**src/rtl/asyn_fifo_read_serializer_if.sv**
```systemverilog
// Purpose: bundles the FIFO read port and the lane stream of the read serializer.
// Latency: none, this is a wiring bundle only.
// Backpressure: out_ready from the sink; read_empty from the FIFO.
interface asyn_fifo_read_serializer_if #(
  parameter int DATA_WIDTH = 32,
  parameter int OUT_WIDTH  = 8
);
  logic [DATA_WIDTH-1:0] read_data;
  logic                  read_empty;
  logic                  read_ena;
  logic [OUT_WIDTH-1:0]  out_data;
  logic                  out_valid;
  logic                  out_ready;
  logic                  out_last;

  // Serializer side.
  modport master (
    input  read_data, read_empty, out_ready,
    output read_ena, out_data, out_valid, out_last
  );

  // FIFO and downstream sink side.
  modport slave (
    output read_data, read_empty, out_ready,
    input  read_ena, out_data, out_valid, out_last
  );
endinterface

```
**src/rtl/asyn_fifo_read_serializer.sv**
```systemverilog
// Purpose: pops FIFO words and streams them out as OUT_WIDTH lanes, least-significant lane first.
// Latency: first lane one cycle after read_empty falls; then one lane per cycle with no bubble between words.
// Backpressure: out_ready low freezes the current lane; the FIFO is popped only on final-lane fire or when idle.
module asyn_fifo_read_serializer #(
  parameter int DATA_WIDTH = 32,
  parameter int OUT_WIDTH  = 8,
  parameter int CNT_WIDTH  = 16
) (
  input  logic                     read_clk,
  input  logic                     read_rst,
  asyn_fifo_read_serializer_if.master bus,
  output logic [CNT_WIDTH-1:0]     word_cnt
);

  localparam int RATIO  = DATA_WIDTH / OUT_WIDTH;
  localparam int LANE_W = (RATIO > 1) ? $clog2(RATIO) : 1;

  // ST_FULL means the holding register carries a word with lanes still to send.
  typedef enum logic {
    ST_EMPTY = 1'b0,
    ST_FULL  = 1'b1
  } state_t;

  state_t                         r_state;
  state_t                         w_state_nxt;
  logic [RATIO-1:0][OUT_WIDTH-1:0] r_hold_data;
  logic [RATIO-1:0][OUT_WIDTH-1:0] w_hold_data_nxt;
  logic [LANE_W-1:0]              r_lane;
  logic [LANE_W-1:0]              w_lane_nxt;
  logic [CNT_WIDTH-1:0]           r_word_cnt;
  logic [CNT_WIDTH-1:0]           w_word_cnt_nxt;

  logic w_hold_valid;
  logic w_last;
  logic w_fire;
  logic w_load;

  assign w_hold_valid = (r_state == ST_FULL);
  assign w_last       = w_hold_valid && (r_lane == LANE_W'(RATIO - 1));
  assign w_fire       = w_hold_valid && bus.out_ready;
  // Refill only when idle or when the final lane leaves this cycle, so a
  // partially sent word is never overwritten. read_data is not in this cone.
  assign w_load       = !read_rst && !bus.read_empty && (!w_hold_valid || (w_fire && w_last));

  assign bus.read_ena  = w_load;
  assign bus.out_valid = w_hold_valid;
  assign bus.out_data  = r_hold_data[r_lane];
  assign bus.out_last  = w_last;
  assign word_cnt      = r_word_cnt;

  // Next-state: load beats last-lane retire, which beats a plain lane advance.
  always_comb begin
    w_state_nxt     = r_state;
    w_hold_data_nxt = r_hold_data;
    w_lane_nxt      = r_lane;
    w_word_cnt_nxt  = r_word_cnt;
    if (w_load) begin
      w_state_nxt     = ST_FULL;
      w_hold_data_nxt = bus.read_data;
      w_lane_nxt      = '0;
      w_word_cnt_nxt  = r_word_cnt + CNT_WIDTH'(1);
    end else if (w_fire && w_last) begin
      w_state_nxt = ST_EMPTY;
      w_lane_nxt  = '0;
    end else if (w_fire) begin
      w_lane_nxt = r_lane + LANE_W'(1);
    end
  end

  // State registers with synchronous reset; reset discards any word in flight.
  always_ff @(posedge read_clk) begin
    if (read_rst) begin
      r_state     <= ST_EMPTY;
      r_hold_data <= '0;
      r_lane      <= '0;
      r_word_cnt  <= '0;
    end else begin
      r_state     <= w_state_nxt;
      r_hold_data <= w_hold_data_nxt;
      r_lane      <= w_lane_nxt;
      r_word_cnt  <= w_word_cnt_nxt;
    end
  end

endmodule

```
**src/flat_wrapper.sv**
```systemverilog
// flat-port wrapper written by rule: the top's interface ports become plain ports
module asyn_fifo_read_serializer_flat 
#(
  parameter int DATA_WIDTH = 32,
  parameter int OUT_WIDTH  = 8,
  parameter int CNT_WIDTH  = 16
)
  (read_clk, read_rst, word_cnt, bus_read_data, bus_read_empty, bus_out_ready, bus_read_ena, bus_out_data, bus_out_valid, bus_out_last);
  asyn_fifo_read_serializer_if #(.DATA_WIDTH(DATA_WIDTH), .OUT_WIDTH(OUT_WIDTH)) bus_i ();
  input  logic read_clk;
  input  logic read_rst;
  output logic [CNT_WIDTH-1:0] word_cnt;
  input wire logic [$bits(bus_i.read_data)-1:0] bus_read_data;
  input wire logic [$bits(bus_i.read_empty)-1:0] bus_read_empty;
  input wire logic [$bits(bus_i.out_ready)-1:0] bus_out_ready;
  output wire logic [$bits(bus_i.read_ena)-1:0] bus_read_ena;
  output wire logic [$bits(bus_i.out_data)-1:0] bus_out_data;
  output wire logic [$bits(bus_i.out_valid)-1:0] bus_out_valid;
  output wire logic [$bits(bus_i.out_last)-1:0] bus_out_last;
  assign bus_i.read_data = bus_read_data;
  assign bus_i.read_empty = bus_read_empty;
  assign bus_i.out_ready = bus_out_ready;
  assign bus_read_ena = bus_i.read_ena;
  assign bus_out_data = bus_i.out_data;
  assign bus_out_valid = bus_i.out_valid;
  assign bus_out_last = bus_i.out_last;
  asyn_fifo_read_serializer #(.DATA_WIDTH(DATA_WIDTH), .OUT_WIDTH(OUT_WIDTH), .CNT_WIDTH(CNT_WIDTH)) u_core (.read_clk(read_clk), .read_rst(read_rst), .bus(bus_i), .word_cnt(word_cnt));
endmodule
```
**config.mk**
```make
export PLATFORM = sky130hd
export DESIGN_NAME = asyn_fifo_read_serializer_flat
export DESIGN_NICKNAME = d
export VERILOG_FILES = /design/src/rtl/asyn_fifo_read_serializer_if.sv /design/src/rtl/asyn_fifo_read_serializer.sv /design/src/flat_wrapper.sv
export SDC_FILE = /design/constraint.sdc
export NUM_CORES = 1
export LEC_CHECK = 0
export BUFFER_PORTS_ARGS = -buffer_cell sky130_fd_sc_hd__clkbuf_2
export CAP_MARGIN = 20
export CORE_AREA = 4 4 81 83
export CTS_CLUSTER_DIAMETER = 100
export CTS_CLUSTER_SIZE = 8
export DETAILED_ROUTE_END_ITERATION = 10
export DIE_AREA = 0 0 85 87
export HOLD_SLACK_MARGIN = 0.1
export PLACE_DENSITY = 0.6
export SYNTH_ARGS = -nofsm -noshare
export SYNTH_HDL_FRONTEND = slang
export SYNTH_SLANG_ARGS = --single-unit
```
**constraint.sdc**
```tcl
create_clock -name read_clk -period 4.5 [get_ports read_clk]
set_clock_uncertainty 0.2 [all_clocks]
set_input_delay 0 -clock read_clk [delete_from_list [all_inputs] [get_ports read_clk]]
set_output_delay 0 -clock read_clk [all_outputs]
set_load 0.05 [all_outputs]
```
After elaboration in Yosys (flattened, before gate mapping)
Cells that the tools add are included.
{"block": "classes", "addsub": 2, "n_lt_le_gt_ge": 1, "n_eq_ne": 1, "muxes": 4, "n_reduce_logical": 11}
{"op": "adder 16 x 1 -> 16 bit, second input constant", "n": 1}
{"op": "binary-select mux 8 bit (select 2 bit)", "n": 1}
{"op": "two-way mux 8 bit", "n": 1}
{"op": "logical AND 1 bit", "n": 5}
{"op": "zero test 1 bit", "n": 3}
{"op": "< comparator 2 x 3 -> 1 bit, second input constant", "n": 1}
{"op": "OR reduction 3 bit", "n": 1}
{"op": "adder 2 x 1 -> 2 bit, second input constant", "n": 1}
{"op": "equality test 2 bit, second input constant", "n": 1}
{"op": "two-way mux 1 bit", "n": 2}
{"op": "nonzero test 2 bit", "n": 1}
{"op": "logical OR 1 bit", "n": 1}
{"block": "word_totals", "register_bits": 51, "in_bits": 36, "out_inout_bits": 27, "elab_cells": 26}

Logic depth before layout (Yosys ltp)
Gate-level depths: netlist of run 1.
{"block": "logic_depth", "ltp_word": 6, "mapped_depth": 7, "depth_no_buf": 5}

Least setup slack after synthesis of run 1
OpenSTA, ideal clock, no wires.
{"block": "synth_path", "path_kind": "register to register", "startpoint": "reg u_core.r_word_cnt[3], in the netlist u_core.word_cnt[3]", "endpoint": "reg u_core.r_word_cnt[13], in the netlist u_core.word_cnt[13]", "setup_time_ns": 0.071, "arrival_ns": 2.106, "t_required_ns": 4.229, "slack_ns": 2.124, "stages_incl_launch_ff": 6, "path_buffers": 1, "synth_period_minus_slack_ns": 2.376, "path_cell_list": "dfxtp_1 -> nand4_1 -> or3_1 -> clkbuf_1 -> or4_1 -> a21oi_1"}
{"block": "synth_via", "elab_chain_cells": 1}
{"item": "start, declared", "line": "asyn_fifo_read_serializer.sv:30", "source": "logic [CNT_WIDTH-1:0] r_word_cnt;"}
{"item": "start signal, assigned", "line": "asyn_fifo_read_serializer.sv:81", "source": "r_word_cnt <= w_word_cnt_nxt;"}
{"item": "adder 16 x 1 -> 16 bit", "line": "asyn_fifo_read_serializer.sv:61", "source": "w_word_cnt_nxt = r_word_cnt + CNT_WIDTH'(1);"}
Every way passes these cells.
A chain may end at the register's enable or synchronous reset.

Worst setup path in the final report of run 1
{"block": "layout_path", "startpoint": "reg u_core.r_lane[0]", "endpoint": "reg u_core.r_hold_data[29] (netlist name)"}
{"block": "layout_via", "elab_chain_cells": 5}
{"item": "start, declared", "line": "asyn_fifo_read_serializer.sv:28", "source": "logic [LANE_W-1:0] r_lane;"}
{"item": "start signal, assigned", "line": "asyn_fifo_read_serializer.sv:80", "source": "r_lane <= w_lane_nxt;"}
{"item": "equality test 2 bit", "line": "asyn_fifo_read_serializer.sv:39", "source": "assign w_last = w_hold_valid && (r_lane == LANE_W'(RATIO - 1));"}
{"item": "logical AND 1 bit", "line": "asyn_fifo_read_serializer.sv:39"}
{"item": "logical AND 1 bit", "line": "asyn_fifo_read_serializer.sv:43", "source": "assign w_load = !read_rst && !bus.read_empty && (!w_hold_valid || (w_fire && w_last));"}
{"item": "logical OR 1 bit", "line": "asyn_fifo_read_serializer.sv:43"}
{"item": "logical AND 1 bit", "line": "asyn_fifo_read_serializer.sv:43"}
{"item": "end signal, assigned", "line": "asyn_fifo_read_serializer.sv:79", "source": "r_hold_data <= w_hold_data_nxt;"}
{"item": "end, declared", "line": "asyn_fifo_read_serializer.sv:26", "source": "logic [RATIO-1:0][OUT_WIDTH-1:0] r_hold_data;"}
Every way passes these cells.

==> results of run 1 <==
[timing repair]
| item | CTS | global route |
|---|---|---|
| gates resized for setup | 0 | 0 |
| hold buffers | 42 | 0 |
| hold endpoints to repair | 49 | 0 |
[how the worst max path moves through the flow]
stage | slack [ns] | end
floorplan | 2.12 | u_core.word_cnt[13]
global placement | 1.79 | u_core.word_cnt[13]
detailed placement | 1.71 | u_core.word_cnt[13]
CTS | 1.34 | u_core.r_hold_data[29]
global route | 1.08 | u_core.r_hold_data[29]
finish | 1.42 | u_core.r_hold_data[29]
[power groups by stage]
stage / registers (W) / logic [W] / clock network [W]
after floorplan: 0.000495 / 0.0000750 / 0
after global placement: 0.000496 / 0.000111 / 0
after detailed placement: 0.000496 / 0.000111 / 0
after CTS: 0.000486 / 0.000141 / 0.000292
after global routing: 0.000488 / 0.000155 / 0.000311
final: 0.000485 / 0.000142 / 0.000280
[metrics by stage]
step           utilization  area [um2]  power [W]  cells
2_1_floorplan            -        2260   0.000570    254
3_3_place_gp         0.444        2600   0.000607    373
3_5_place_dp         0.444        2600   0.000608    373
4_1_cts              0.533        3120   0.000919    423
5_1_grt              0.536        3140   0.000954    424
6_report             0.536        3140   0.000908    424
[layout make-up]
cell class / instances / share of cell area
Clock buffer: 6 / 0.0263
Clock inverter: 2 / 0.00518
Inverter: 4 / 0.00478
Multi-Input combinational cell: 179 / 0.364
Sequential cell: 51 / 0.325
Tap cell: 75 / 0.0299
Timing Repair Buffer: 107 / 0.244
[state kept, by name (all words and copies together), names as in the netlist]
| register | cells |
|---|---|
| u_core.r_lane | 2 |
| u_core.r_hold_data | 32 |
| u_core.word_cnt | 16 |
| u_core.bus.out_valid | 1 |
[Yosys cell counts, drive strengths merged]
cell     number  area, um2
and3          1       6.26
a311o         1       10.0
o21ai         1       5.00
a21boi        1       7.51
and2          2       12.5
nor4          3       18.8
ha            2       25.0
o31ai         3       22.5
nand4         2       12.5
dfxtp        51       1020
xnor2         3       26.3
clkinv        1       3.75
nand4bb       1       11.3
a21oi         6       30.0
nor4bb        1       10.0
a21bo         1       10.0
o41ai         2       17.5
nand3b        1       7.51
nand2        74        278
mux4          8        180
nor2         11       41.3
xor2          5       43.8
or4           1       7.51
clkbuf       16       60.1
buf           4       23.8
or3           4       25.0
nor3          1       5.00
nor3b         1       7.51
nand3         5       25.0
or2           1       8.76
o311ai        2       17.5
inv           3       11.3
o211ai       34        255
mux2i         1       10.0
[worst register-to-register path, stage by stage, from the launching register on]
cell and delay [ns]:
dfxtp_1 0.72, ha_1 0.35, a21boi_2 0.19, nor2_2 0.50, buf_4 0.36, nand2_1 0.10
nand2_1 0.06, dlygate4sd3_1 0.54
[routing by layer]
layer	up-vias	part of all wire	routed length (um)	global-route usage
li1	1090	-	-	-
met4	0	0.0071	42	0.0489
met3	4	0.055	325	0.0473
met5	-	0	0	0
met2	50	0.47	2760	0.262
met1	958	0.47	2760	0.221
[kinds of logic after synthesis]
kind of cell	after synthesis
and+or+nand+nor	109
AOI/OAI and AO/OA	51
DFF	51
buffers and inverters	24
muxes	9
xor gates and xnor gates	8
adders and majority gates	2
==> summary.md, run 1 <==
| Metric | Value |
|---|---|
| Fin crit share | 0.685 |
| CORE AREA | 5850 um2 |
| Setup Viol. Count Final | 0 |
| Worst r2r dst | u_core.r_hold_data[29] |
| Crit-path max cell delay | 0.72 ns |
| CTS Buffer Depth | 2 |
| Initial DRC count | 91 |
| Slowest cell on crit path | dfxtp_1 |
| Synth Area in Adders | 0.0111 |
| GRT overflow | 0 |
| Max-slew headroom | 0.488 |
| TritonCTS Buffers | 5 |
| Remaining DRCs | 0 |
| Drt total wl | 5.88 mm |
| CTS Sinks | a little over 50 |
| Levels on crit path | 7 |
| CP startpoint kind | register |
| CP Class | reg -> reg |
| IO buf count | just over 60 |
| Clock root cell | clkbuf_8 |
| GRT Total Usage | 0.166 |
| Worst Tran Pin Value | 0.757 ns |
| CP endpoint kind | register |
| CP Cell Sequence | ha_1 -> a21boi_2 -> nor2_2 -> buf_4 -> nand2_1 -> nand2_1 -> dlygate4sd3_1 |
| Antenna-violating nets left | 0 |
| Worst-Skew Late Latency | 0.30 ns |
| Synth warnings | 0 |
| Vias in the first global route | 2030 |
| Post-Synth XOR/XNOR Area | 0.0310 |
| Diodes inserted | 0 |
| Post-Place Worst Slack | 1.71 ns |
| Clock power share | 0.309 |
| # Max-Cap Violations | 0 |
| Die area | around 7400 um2 |
| CP bufs+invs | 2 |
| R2r worst-path depth | 7 |
| Vias | 2102 |
| Most frequent cells in the layout | nand2_1 (74), clkbuf_2 (62), dfxtp_1 (51), dlygate4sd3_1 (42), o211ai_1 (34) |
| WHS | 0.211 ns |
| Pwr dens | 289 nW/um2 |
| Fillcell total | roughly 560 |
| FF-to-FF setup slack | 1.42 ns |
| Crit path max-delay family | buffers and inverters |
| RSZ-0062 raised after global routing | no |
| CP most frequent cell | nand2_1 |
| Fin. Hold Viols | 0 |
| I/O pin count | 63 |
| Initial Util | 0.386 |
| CP Data Arrival Time | 3.13 ns |
| Combinational Power Share | 0.156 |
| CTS tree | yes |
| Setup slack after layout | 1.42 ns |
| WHS Path Cells | 4 |
| Footprint of the multi-input gates | approximately 1100 um2 |
| WL per Instance | ~14 um |
| Post-synthesis simple-gate area fraction | 0.211 |
| Worst path required time | 4.55 ns |
| First-pass GRT wire length | 9.76 mm |
| Max Freq | 324 MHz |
| Via density | 4.96 |
| Hold EP | u_core.r_hold_data[10] |
| Register area | 1020 um2 |
| RR Startpoint | u_core.r_lane[0] |
| Total Neg Setup Slack | 0 ns |
| Min-delay src | bus_read_data[10] |
| Drt pass-1 iters | 4 |
| Cell count after synthesis | 254 |
| Cell area after synthesis | 2260 um2 |
| Postcts setup bufs | 0 |
| Final-stage net count | 386 |
| Register area share after synthesis | 0.452 |
| Commonest non-fill, non-tap cell in the layout | nand2_1 |
| Share of post-route cells with drive strength above 1 | 0.244 |
| Hold Path Class | in -> reg |
| Pint | 0.000661 W |
| Count of pins over their slew limit | 0 |
| Outcome | completed |
| Net Sw Frac | 0.272 |
| Sequential share of power | 0.535 |
| Peak supply drop | roughly 0.12 mV |
| Largest family of logic cells by synthesized area | simple AND/OR/NAND/NOR gates |
| Fin crit period | 3.08 ns |
| Multiplexer area fraction after synthesis | 0.0843 |
| GPL Wtd Cong | a little under 0.8 |
| Die Span Y | roughly 87 um |
| Leakage | ~1.4 nW |
| Area delta synth->final | 39.0% |
| Syn_nets | roughly 290 |
| Largest net degree at the start of global routing | 39 |
| Distinct cell type count after synthesis | 36 |
| DP HPWL | 3.83 mm |
| Max FO, Critical Path | 24 |
| Switching pwr | 0.000247 W |
| Syn avg cell area | 8.89 um2 |
| Antenna violations before repair | 0 |
| Die width | around 85 um |
| H-tree Lvls | 2 |
| Rows | 28 |
| Flip-flop and latch count after synthesis | 51 |
| CTS clk-pin slew, worst paths | 0.10 ns |
| Synth Area in Compound Gates | 0.166 |
| Critical Path Start | u_core.r_lane[0] |
No activity file was read; power rests on OpenSTA's default activity.
==> run 2: changes to the inputs <==
--- a/config.mk
+++ b/config.mk
@@ -5,15 +5,16 @@
 export SDC_FILE = /design/constraint.sdc
 export NUM_CORES = 1
 export LEC_CHECK = 0
+export ABC_AREA = 1
 export BUFFER_PORTS_ARGS = -buffer_cell sky130_fd_sc_hd__clkbuf_2
 export CAP_MARGIN = 20
-export CORE_AREA = 4 4 81 83
+export CORE_AREA = 4 4 80 82
 export CTS_CLUSTER_DIAMETER = 100
 export CTS_CLUSTER_SIZE = 8
 export DETAILED_ROUTE_END_ITERATION = 10
-export DIE_AREA = 0 0 85 87
+export DIE_AREA = 0 0 84 86
 export HOLD_SLACK_MARGIN = 0.1
-export PLACE_DENSITY = 0.6
+export PLACE_DENSITY = 0.63
 export SYNTH_ARGS = -nofsm -noshare
 export SYNTH_HDL_FRONTEND = slang
 export SYNTH_SLANG_ARGS = --single-unit
==> constraint.sdc (replaced) <==
create_clock -name read_clk -period 2.65 [get_ports read_clk]
set_clock_uncertainty 0.2 [all_clocks]
set_input_delay 0 -clock read_clk [delete_from_list [all_inputs] [get_ports read_clk]]
set_output_delay 0 -clock read_clk [all_outputs]
set_load 0.05 [all_outputs]
==> run 2 against run 1 <==
Global-route usage up 0.46 points. Largest power group unchanged. Die area shrank 2.3%. Critical path depth down 1. Flip-flop and latch count unchanged. Via count increased by 5.5%. Synthesized cell count up 7.5%. Core utilization decreased by 0.98 points. Clock power grew 110%.
==> summary.md, run 2 <==
| Metric | Value |
|---|---|
| Hold Path Class | in -> reg |
| CTS tree | yes |
| Antenna-violating nets left | 0 |
| I/O pin count | 63 |
| Max FO, Critical Path | 34 |
| CTS Sinks | a little over 50 |
| WL per Instance | 13.3 um |
| Syn avg cell area | 8.15 um2 |
| Share of post-route cells with drive strength above 1 | 0.221 |
| # Max-Cap Violations | 0 |
| Vias | around 2.2k |
| Hold EP | u_core.r_hold_data[4] |
| Final core occ | 0.527 |
| CP most frequent cell | nor2_4 |
| RSZ-0062 raised after global routing | no |
| Post-synth ARST share | 0 |
| TritonCTS Buffers | 5 |
| Via density | approximately 5.0 |
| CP Class | reg -> reg |
| CP endpoint kind | register |
| Layout Cells excl Fill | approximately 440 |
| Largest net degree at the start of global routing | 35 |
| Synth warnings | 0 |
| Total Neg Setup Slack | 0 ns |
| Cell area after synthesis | 2220 um2 |
| Postcts setup bufs | 0 |
| Die width | 84 um |
| IO buf count | 62 |
| Area delta synth->final | 36.0% |
| CTS clk-pin slew, worst paths | roughly 0.10 ns |
| Most frequent cells in the layout | clkbuf_2 (62), dfxtp_1 (51), nor2_1 (41), nand2_1 (39), dlygate4sd3_1 (36) |
| Pwr dens | 553 nW/um2 |
| Post-synth top area share | 0.459 |
| Min-delay src | bus_read_data[4] |
| Fin. Hold Viols | 0 |
| GRT overflow | 0 |
| Count of pins over their slew limit | 0 |
| CORE AREA | 5750 um2 |
| Slowest cell on crit path | nor2_4 |
| Largest Register | u_core.r_hold_data |
| CP Data Arrival Time | 2.20 ns |
| CP startpoint kind | register |
| Drt pass-1 iters | 4 |
| Max-slew headroom | 0.486 |
| Initial Util | 0.387 |
| Max Freq | 463 MHz |
| Leakage | 1.37 nW |
| WHS Path Cells | 3 |
| Rows | 28 |
| Commonest non-fill, non-tap cell in the layout | clkbuf_2 |
| GPL Wtd Cong | 0.856 |
| Post-CTS sizing | 0 |
| Worst path required time | 2.69 ns |
| Fin crit share | 0.816 |
| Remaining DRCs | 0 |
| Cell count after synthesis | about 270 |
| Die area | 7220 um2 |
| Syn_nets | 311 |
| R2r worst-path depth | 6 |
| Final-stage net count | 404 |
| Number of flip-flops in the largest register | 32 |
| CP Cell Sequence | ha_1 -> a21oi_2 -> nor2_4 -> nor2_4 -> nand2_1 -> a21oi_1 |
| Die Span Y | between 80 and 90 um |
| Fin crit period | 2.16 ns |
| Worst Tran Pin Value | approximately 0.77 ns |
| CP bufs+invs | 0 |
| Synth area leaders | dfxtp_1 (46%), a22o_1 (13%), nor2_1 (6.9%) |
| Top cells by count, synth | dfxtp_1 (51), nor2_1 (41), nand2_1 (39) |
| RR Startpoint | u_core.r_lane[1] |
| Main synth FF type | dfxtp_1 |
| Drt total wl | 5.87 mm |
| Antenna violations before repair | 0 |
| Post-synth EDFFs | 0 |
| Register area share after synthesis | 0.459 |
| Worst-Skew Late Latency | 0.30 ns |
| Levels on crit path | 6 |
| Outcome | completed |
| Diodes inserted | 0 |
| Top-count cell post-synth | dfxtp_1 |
| Placed cells | a little under 400 |
| CTS Buffer Depth | 2 |
| Worst r2r dst | u_core.r_lane[1] |
| Crit-path max cell delay | 0.60 ns |
| Initial DRC count | 114 |
| Setup Viol. Count Final | 0 |
| Largest area contributor in the netlist | dfxtp_1 |
| WHS | about 0.25 ns |
| FF-to-FF setup slack | between 0.4 and 0.5 ns |
| Clock root cell | clkbuf_8 |
| Crit path max-delay family | simple AND/OR/NAND/NOR gates |
| H-tree Lvls | 2 |
| Distinct cell type count after synthesis | 23 |
| Flip-flop and latch count after synthesis | 51 |
| Peak supply drop | 0.262 mV |
| GRT Total Usage | 0.170 |
| First-pass GRT wire length | just over 10 mm |
| DP HPWL | 4.06 mm |
| Vias in the first global route | 2241 |
## run 2: cell types whose count changed after synthesis, moves of 11 or more
cell	before	now
nand2_1	74	39
o211ai_1	34	0
a22o_1	0	33
nor2_1	11	41
inv_1	3	25
o21ai_0	1	20
clkbuf_1	16	3
nand3_1	5	16
## run 2: power breakdown
part	internal, W	switching (W)
Clock	0.000311	0.000264
Combinational	0.000112	0.000161
Sequential	0.000803	0.0000226
Total	0.00123	0.000447
## run 2: worst max path at each step
stage,start,to
after CTS,u_core.r_lane[1],u_core.r_lane[1]
after floorplan,u_core.word_cnt[1],u_core.word_cnt[10]
final,u_core.r_lane[1],u_core.r_lane[1]
after detailed placement,u_core.r_lane[1],u_core.r_lane[1]
after global routing,u_core.r_lane[1],u_core.r_lane[1]
after global placement,u_core.r_lane[1],u_core.r_lane[1]
## run 2: final cells by class
class / instances / area (um2)
Clock buffer: 6 / 82.6
Clock inverter: 2 / 38.8
Inverter: 27 / 101
Sequential cell: 51 / 1020
Multi-Input combinational cell: 181 / 1000
Fill cell: 550 / 2720
Timing Repair Buffer: 100 / 686
Tap cell: 75 / 93.8
## run 2: kinds of logic after synthesis
kind of cell	count (synthesis)	share of synthesized area
fa+ha+maj	2	0.0112
xor+xnor	2	0.00788
compound gates	69	0.219
simple gates	108	0.212
buf+inv	41	0.0905
flops	51	0.459
## run 2: repair_timing
| item | 4_1_cts | 5_1_grt |
|---|---|---|
| hold buffers | 36 | 0 |
| hold endpoints to repair | 48 | 0 |
| endpoints found under the setup margin | 0 | 0 |
## run 2: metrics by stage
| step | worst slack (ns) | total power [W] | cell area, um2 |
|---|---|---|---|
| floorplan | 0.792 | 0.00101 | 2220 |
| detailed placement | 0.509 | 0.00107 | 2540 |
| CTS | 0.487 | 0.00169 | 3030 |
| global route | 0.265 | 0.00176 | 3030 |
| global placement | 0.567 | 0.00107 | 2540 |
| finish | 0.489 | 0.00167 | 3030 |
## run 2: layer usage
| layer | global-route usage | share of wire | wire, um | vias to the layer above |
|---|---|---|---|---|
| li1 | - | - | - | 1116 |
| met1 | 0.210 | 0.44 | 2590 | 1011 |
| met2 | 0.294 | 0.48 | 2830 | 78 |
| met3 | 0.0394 | 0.059 | 347 | 12 |
| met4 | 0.0556 | 0.019 | 113 | 0 |
| met5 | 0 | 0 | 0 | - |
## run 2: tightest hold or removal path, delay by kind of cell
| family | cells | cell delay, ns |
|---|---|---|
| AOI/OAI and AO/OA | 1 | 0.11 |
| buffers and inverters | 2 | 0.61 |
==> run 3: changes to the inputs <==
--- a/config.mk
+++ b/config.mk
@@ -14,7 +14,7 @@
 export DETAILED_ROUTE_END_ITERATION = 10
 export DIE_AREA = 0 0 84 86
 export HOLD_SLACK_MARGIN = 0.1
-export PLACE_DENSITY = 0.63
+export PLACE_DENSITY = 0.61
 export SYNTH_ARGS = -nofsm -noshare
 export SYNTH_HDL_FRONTEND = slang
 export SYNTH_SLANG_ARGS = --single-unit
==> constraint.sdc (replaced) <==
create_clock -name read_clk -period 2.2 [get_ports read_clk]
set_clock_uncertainty 0.2 [all_clocks]
set_input_delay 0 -clock read_clk [delete_from_list [all_inputs] [get_ports read_clk]]
set_output_delay 0 -clock read_clk [all_outputs]
set_load 0.05 [all_outputs]
==> run 3 against run 2 <==
Die area stayed put. Routed wire length is 2.8% lower. Worst setup slack worse by 0.27 ns. Critical path depth is 1 lower. Via count is 3.7% lower. Global-route usage is 0.79 points lower. Flip-flop and latch count stayed put. First-iteration DRC count is 28% lower. Cell count is 0.45% higher. Sequential share of layout area is 0.18 points lower. Clock power is 6.6% lower. Core utilization is 0.28 points higher. Critical endpoint is now bus_read_ena. Highest routed layer unchanged.
==> summary.md, run 3 (synthesis gave the netlist of run 2 again) <==
| Metric | Value |
|---|---|
| Grt met2 use | 0.272 |
| Via density | roughly 4.8 |
| Total Neg Setup Slack | 0 ns |
| IO buf count | 62 |
| Worst Tran Pin Value | around 0.46 ns |
| CTS clk-pin slew, worst paths | 0.09 ns |
| CP Class | reg -> out |
| GRT overflow | 0 |
| I/O pin count | 63 |
| Most frequent cells in the layout | clkbuf_2 (61), dfxtp_1 (51), nor2_1 (41), nand2_1 (39), dlygate4sd3_1 (36) |
| Vias | 2134 |
| Fin crit period | 1.99 ns |
| Fin crit share | 0.903 |
| Footprint of the multi-input gates | around 1000 um2 |
| Placed cell areas | 2590 um2 |
| DP HPWL | 3.82 mm |
| Max FO, Critical Path | 33 |
| WHS | about 0.26 ns |
| Die Span Y | 86 um |
| Hold Path Class | in -> reg |
| Die area | roughly 7200 um2 |
| Commonest non-fill, non-tap cell in the layout | clkbuf_2 |
| Peak supply drop | 0.258 mV |
| CP most frequent cell | buf_12 |
| CORE AREA | 5750 um2 |
| H-tree Lvls | 2 |
| Count of pins over their slew limit | 0 |
| GRT met3 Usage | 0.0384 |
| Max Freq | a little over 500 MHz |
| Antenna-violating nets left | 0 |
| Fillcell total | 569 |
| Area delta synth->final | 36.7% |
| Leakage | 1.38 nW |
| Postcts setup bufs | 0 |
| Antenna violations before repair | 0 |
| Slowest cell on crit path | dfxtp_1 |
| Vias in the first global route | around 2.2k |
| Outcome | completed |
| CP Data Arrival Time | 1.79 ns |
| Register area | 1020 um2 |
| Rows | 28 |
| Final core occ | 0.529 |
| GRT Total Usage | 0.162 |
| First-pass GRT wire length | 9.76 mm |
| CP Cell Sequence | ha_1 -> a21oi_2 -> nor2_4 -> buf_12 -> buf_12 |
| Post-Place Worst Slack | 0.339 ns |
| Fin. Hold Viols | 0 |
| GR peak layer | met2 |
| RSZ-0062 raised after global routing | no |
| Diodes inserted | 0 |
| Initial Util | 0.387 |
| CTS tree | yes |
| Crit path max-delay family | buffers and inverters |
| Worst-Skew Late Latency | 0.30 ns |
| Clock root cell | clkbuf_8 |
| Drt pass-1 iters | 4 |
| CTS Sinks | 51 |
| Largest net degree at the start of global routing | 34 |
| CTS Buffer Depth | 2 |
| Share of post-route cells with drive strength above 1 | 0.225 |
| Drt total wl | ~5.7 mm |
| # Max-Cap Violations | 0 |
| GPL Wtd Cong | 0.782 |
| Design Area, Final | 3040 um2 |
| Die width | between 80 and 90 um |
| CP startpoint kind | register |
| Largest Register | u_core.r_hold_data |
| Initial DRC count | approximately 80 |
| Number of flip-flops in the largest register | 32 |
| Max-slew headroom | 0.693 |
| Remaining DRCs | 0 |
| Setup slack after layout | 0.214 ns |
| Worst path required time | roughly 2.0 ns |
| Pwr dens | 614 nW/um2 |
| CP bufs+invs | 2 |
| WL per Instance | 12.9 um |
| Crit-path max cell delay | 0.40 ns |
| TritonCTS Buffers | 5 |
| Final-stage net count | 407 |
| M1 GR Usage | 0.209 |
| CP endpoint kind | output pin |
| Setup Viol. Count Final | 0 |
## run 3: cell type report
cell class | instances | share of cell area
Tap cell | 75 | 0.0309
Timing Repair Buffer | 103 | 0.242
Sequential cell | 51 | 0.336
Clock buffer | 6 | 0.0271
Inverter | 27 | 0.0333
Multi-Input combinational cell | 181 | 0.329
Clock inverter | 1 | 0.00165
## run 3: worst register-to-register path: cells and delay by family (launching register included)
family	cells	cell delay, ns
adders and majority gates	1	0.23
and+or+nand+nor	7	0.94
DFF	1	0.40
## run 3: final timing paths
| kind | start | to | slack, ns | cells past startpoint |
|---|---|---|---|---|
| min reg2reg | u_core.r_hold_data[15] | u_core.r_hold_data[15] | 0.27 | 1 |
| min | bus_read_data[31] | u_core.r_hold_data[31] | 0.26 | 3 |
| max reg2reg | u_core.r_lane[0] | u_core.word_cnt[11] | 0.34 | 8 |
| max | u_core.r_lane[0] | bus_read_ena | 0.21 | 5 |
## run 3: layer usage
layer / vias up / routed length [um]
met5: - / 0
met4: 0 / 90
met3: 10 / 246
met2: 58 / 2630
met1: 953 / 2740
li1: 1113 / -
## run 3: power by group
| part | switching (W) | internal, W |
|---|---|---|
| sequential | 0.0000265 | 0.000967 |
| clock | 0.000289 | 0.000247 |
| combinational | 0.000193 | 0.000144 |
| total | 0.000509 | 0.00136 |
## run 3: metrics by stage
step | instances | total power, W
floorplan | 273 | 0.00122
global placement | 401 | 0.00130
detailed placement | 401 | 0.00130
CTS | 444 | 0.00188
global route | 444 | 0.00196
finish | 444 | 0.00187
## run 3: what timing repair did
action,CTS,global route
hold buffers,36,0
resized for setup,0,0
hold endpoints to repair,48,0
